### config.mk
export PLATFORM = sky130hd
export DESIGN_NAME = tx_fifo
export DESIGN_NICKNAME = d
export VERILOG_FILES = /design/src/rtl/uart_pkg.sv /design/src/rtl/tx_fifo_mem.sv /design/src/rtl/tx_fifo.sv
export SDC_FILE = /design/constraint.sdc
export NUM_CORES = 1
export LEC_CHECK = 0
export CAP_MARGIN = 15
export CORE_MARGIN = 1
export CORE_UTILIZATION = 35
export CTS_BUF_LIST = sky130_fd_sc_hd__clkbuf_2
export DETAILED_ROUTE_END_ITERATION = 10
export GPL_TIMING_DRIVEN = 0
export HOLD_SLACK_MARGIN = 0.05
export PLACE_DENSITY = 0.59
export RECOVER_POWER = 25
export SLEW_MARGIN = 25
export SYNTH_ARGS = -nofsm -noshare
export SYNTH_HDL_FRONTEND = slang
export SYNTH_HIERARCHICAL = 1
export SYNTH_SLANG_ARGS = --single-unit
export TNS_END_PERCENT = 1
### constraint.sdc
create_clock -name clk -period 4.9 [get_ports clk]
set_clock_uncertainty 0.1 [all_clocks]
set_input_delay 0.49 -clock clk [delete_from_list [all_inputs] [get_ports clk]]
set_output_delay 0.49 -clock clk [all_outputs]
set_load 0.03 [all_outputs]
### src/rtl/uart_pkg.sv
// Shared UART constants: baud/timer settings and default TX FIFO geometry.
// Also holds the FIFO operation encoding used by tx_fifo.
package uart_pkg;

  localparam int CLK_HZ        = 100_000_000;
  localparam int BAUD_RATE     = 115_200;
  localparam int CLKS_PER_BAUD = CLK_HZ / BAUD_RATE;
  localparam int BAUD_TIMER_W  = $clog2(CLKS_PER_BAUD + 1);

  localparam int FIFO_DW      = 8;
  localparam int FIFO_LGDEPTH = 4;

  // Bit 0 = accepted write, bit 1 = pop.
  typedef enum logic [1:0] {
    FIFO_IDLE = 2'b00,
    FIFO_PUSH = 2'b01,
    FIFO_POP  = 2'b10,
    FIFO_BOTH = 2'b11
  } fifo_op_e;

  function automatic fifo_op_e fifo_op(input logic push, input logic pop);
    return fifo_op_e'({pop, push});
  endfunction

endpackage

### src/rtl/tx_fifo_mem.sv
// TX FIFO storage: synchronous write port, asynchronous read port.
// Contents are deliberately never reset.
module tx_fifo_mem
  import uart_pkg::*;
#(
  parameter int DW      = FIFO_DW,
  parameter int LGDEPTH = FIFO_LGDEPTH
) (
  input  logic               clk,
  input  logic               i_we,
  input  logic [LGDEPTH-1:0] i_waddr,
  input  logic [DW-1:0]      i_wdata,
  input  logic [LGDEPTH-1:0] i_raddr,
  output logic [DW-1:0]      o_rdata
);

  logic [DW-1:0] mem [0:(1<<LGDEPTH)-1];

  always_ff @(posedge clk) begin
    if (i_we) mem[i_waddr] <= i_wdata;
  end

  assign o_rdata = mem[i_raddr];

endmodule

### src/rtl/tx_fifo.sv
// First-word-fall-through byte FIFO between rx_uart and tx, with sticky overflow.
// Define TX_FIFO_FILL_EN to expose the occupancy count on o_fill.
module tx_fifo
  import uart_pkg::*;
#(
  parameter int DW      = FIFO_DW,
  parameter int LGDEPTH = FIFO_LGDEPTH
) (
  input  logic             clk,
  input  logic             i_reset,
  input  logic             i_wr,
  input  logic [DW-1:0]    i_wdata,
  input  logic             i_rd,
  output logic             o_valid,
  output logic [DW-1:0]    o_data,
  output logic             o_full,
  output logic             o_overflow
`ifdef TX_FIFO_FILL_EN
  ,
  output logic [LGDEPTH:0] o_fill
`endif
);

  localparam logic [LGDEPTH:0]   FULL_COUNT = {1'b1, {LGDEPTH{1'b0}}};
  localparam logic [LGDEPTH:0]   CNT_ONE    = {{LGDEPTH{1'b0}}, 1'b1};
  localparam logic [LGDEPTH-1:0] PTR_ONE    = {{(LGDEPTH-1){1'b0}}, 1'b1};

  logic [LGDEPTH-1:0] wr_ptr;
  logic [LGDEPTH-1:0] rd_ptr;
  logic [LGDEPTH:0]   count;
  logic               overflow;
  logic               pop;
  logic               push;
  logic               drop;
  fifo_op_e           op;

  assign o_valid = (count != '0);
  assign o_full  = (count == FULL_COUNT);

  // A pop frees the head slot this cycle, so a write to a full FIFO is still taken.
  assign pop  = i_rd & o_valid;
  assign push = i_wr & (~o_full | pop);
  assign drop = i_wr & o_full & ~pop;
  assign op   = fifo_op(push, pop);

  always_ff @(posedge clk) begin
    if (!i_reset) begin
      wr_ptr   <= '0;
      rd_ptr   <= '0;
      count    <= '0;
      overflow <= 1'b0;
    end else begin
      case (op)
        FIFO_PUSH: begin
          wr_ptr <= wr_ptr + PTR_ONE;
          count  <= count + CNT_ONE;
        end
        FIFO_POP: begin
          rd_ptr <= rd_ptr + PTR_ONE;
          count  <= count - CNT_ONE;
        end
        FIFO_BOTH: begin
          wr_ptr <= wr_ptr + PTR_ONE;
          rd_ptr <= rd_ptr + PTR_ONE;
        end
        default: ;
      endcase
      if (drop) overflow <= 1'b1;
    end
  end

  assign o_overflow = overflow;

`ifdef TX_FIFO_FILL_EN
  assign o_fill = count;
`endif

  tx_fifo_mem #(
    .DW      (DW),
    .LGDEPTH (LGDEPTH)
  ) u_mem (
    .clk     (clk),
    .i_we    (push),
    .i_waddr (wr_ptr),
    .i_wdata (i_wdata),
    .i_raddr (rd_ptr),
    .o_rdata (o_data)
  );

endmodule
==> results.toml <==
[cells_and_area]
finish.instance_area_um2 = 6540
drive_above_1_share_pct = 18.5
layout.nets = 369
nFillCells = 1436
syn_to_final_growth_pct = 12.5
diodes = 0

[clocking]
cts_made_buffers = 17
ctsResizeCount = 0
clkSinkCount = 142
postCtsHoldBufs = 0
htree_levels = 4
clk_pin_slew_ps = 180
cts_tree = "yes"
cts_setup_buffers = 0
cts_root_buffer = "clkbuf_2"
insertion_delay_ps = 660
clockBufferDepth = 2

[status]
status = "finished, final reports clean"

[place]
hpwl_um = 7320
routabilityCongestion = 0.833
post_dp_cell_area_um2 = 6330
io_buffers = 22

[pwr]
p_sw_share_pct = 29.9
leakage_nw = 2.09
netSwitchingPower_w = 0.000805
seqPwrFrac_pct = 52.3
peakVddDrop_mv = 0.251
powerDensity_nw_per_um2 = 411
power.internal_w = 0.00189
power_w = 0.00269
comb_power_share_pct = 24.6
clock_power_share_pct = 23.0

[drt]
viasPerCell = 4.99
wl_per_cell_um = 19.2
drtIter0Drc = 350
vias = 2892
ant_nets = 0
firstDrtPassIters = 4
drc = 0
wl_um = 11100

[flow_run]
cap_violations = 0

[synthesis]
ys_async_sr_fraction_pct = 0
syn_inst = 310
synth_flop_cell = "edfxtp_1"
synth_cell_type_count = 39
ys_warn_count = 6
synth_fp_nets = 328
synth_edf_count = 128
synth-seq-cells = 142
postSynthAreaPerCell_um2 = 18.8
yosysSeqAreaShare_pct = 70.9
syn_area_um2 = 5820

[worst_setup_path]
cp.required_ps = 4310
worst_setup_path_end_kind = "output port"
crit_path_start_kind = "flip-flop"
cp_max_fo = 10
critPathKind = "reg2out"
critPathArrivalTime_ps = 3120

[sta]
setup_viol_count_final = 0
whs_ps = 304
slew_violations = 0
slew_headroom_pct = 40.6
fin_setup_tns_ps = 0
fmax_ghz = 0.269
period_share_pct = 75.8
hold_viol = 0
rsz0062_at_grt = "no"
finalCriticalPeriod_ps = 3710
tightest_slew_ps = 888

[hold_path]
hold_path_class = "in2reg"

[die]
initial_core_util_pct = 36.2
die_h_um = 131
pin_count = 23
die_w_um = 131
row_count = 46
dieArea_um2 = 17100
core_um2 = 16100

[grt]
track_usage_pct = 14.4
first_global_vias = 2870
antenna_found_initial = 0
grt_max_degree = 17
grt_pass1_wl_um = 17000
overflow = 0
-- path summary, 6_finish.rpt --
path / startpoint / to / slack (ps) / cells past startpoint
max: rd_ptr[0] / o_data[1] / 1190 / 6
min: i_reset / count[0] / 300 / 3
max reg2reg: count[0] / u_mem/mem[1][2] / 2160 / 6
min reg2reg: o_overflow / o_overflow / 410 / 2
-- power by group through the flow --
stage                     clock network (W)  logic [W]  registers (W)
final                              0.000620   0.000663        0.00141
after global placement                    0   0.000664        0.00143
after floorplan                           0   0.000471        0.00142
after CTS                          0.000643   0.000676        0.00141
after detailed placement                  0   0.000675        0.00144
after global routing               0.000694   0.000715        0.00142
-- cell type report --
type                       instances  area (µm²)  area share [%]
clock inverter                    13         125            1.91
tap                              216         270            4.13
buffer                            12        95.1            1.45
sequential                       142        4120            63.0
clock buffer                      18        90.1            1.38
inverter                           3        11.3           0.172
multi-input combinational        153        1610            24.6
timing repair buffer              22         220            3.37
-- worst max-delay path, cell delays in order, from the launching register on --
cell	delay, ps
dfxtp_1	450
buf_6	150
buf_6	180
mux4_1	610
a22oi_1	370
nand2_1	90
clkdlybuf4s50_1	600
-- kinds of logic (layout without fill, tap and decap cells) --
family	Yosys count	count (layout)	synth area share [%]
AOI/OAI and AO/OA	36	36	5.10
xor gates and xnor gates	5	5	0.753
adders and majority gates	6	6	1.42
buffers and inverters	15	68	1.83
DFF	142	142	70.9
muxes	38	38	14.3
and+or+nand+nor	68	68	5.70
-- cell usage after synthesis, types with 3 or more instances --
cell type | n | area, µm²
nor3_1 | 6 | 30.0
edfxtp_1 | 128 | 3840
clkdlybuf4s25_2 | 3 | 30.0
o211ai_1 | 3 | 22.5
nand2b_1 | 6 | 37.5
mux4_2 | 18 | 405
ha_1 | 5 | 62.6
nand3_1 | 5 | 25.0
o21a_1 | 5 | 37.5
a22oi_1 | 16 | 120
nor2_1 | 25 | 93.8
dfxtp_1 | 14 | 280
mux2i_1 | 6 | 60.1
mux4_1 | 14 | 368
xor2_1 | 5 | 43.8
nand2_1 | 17 | 63.8
buf_6 | 3 | 33.8
buf_2 | 4 | 20.0
-- metal layers --
layer | routed length (µm) | vias up | global-route usage [%]
met5 | 0 | - | 0
met4 | 114 | 0 | 4.26
met3 | 571 | 10 | 4.52
met2 | 5380 | 53 | 22.6
met1 | 5070 | 1488 | 19.3
li1 | - | 1341 | -
-- cells in the final DEF (no fill, tap or decap), types with 5 or more instances in the layout --
| master | synthesis | final |
|---|---|---|
| ha_1 | 5 | 5 |
| o21a_1 | 5 | 5 |
| nand2_1 | 17 | 17 |
| edfxtp_1 | 128 | 128 |
| clkbuf_2 | 0 | 18 |
| a22oi_1 | 16 | 16 |
| nor2_1 | 25 | 25 |
| dfxtp_1 | 14 | 14 |
| clkdlybuf4s50_1 | 0 | 16 |
| mux4_1 | 14 | 14 |
| dlygate4sd3_1 | 0 | 6 |
| nand3_1 | 5 | 5 |
| xor2_1 | 5 | 5 |
| nand2b_1 | 6 | 6 |
| clkinvlp_4 | 0 | 5 |
| mux4_2 | 18 | 18 |
| mux2i_1 | 6 | 6 |
| clkinv_1 | 0 | 5 |
-- sequential cells by signal (all words and copies together) (netlist names) --
| register | flops |
|---|---|
| u_mem/mem | 128 |
| rd_ptr | 4 |
| wr_ptr | 4 |
| o_overflow | 1 |
| count | 5 |
-- per-stage QoR --
stage	worst slack, ps	utilization (%)	cells
6_report	1190	40.8	579
5_1_grt	969	40.8	579
4_1_cts	1090	40.8	579
3_5_place_dp	1680	39.4	548
3_3_place_gp	1330	39.3	548
2_1_floorplan	2400	-	310
(Power assumes the default switching activity.)
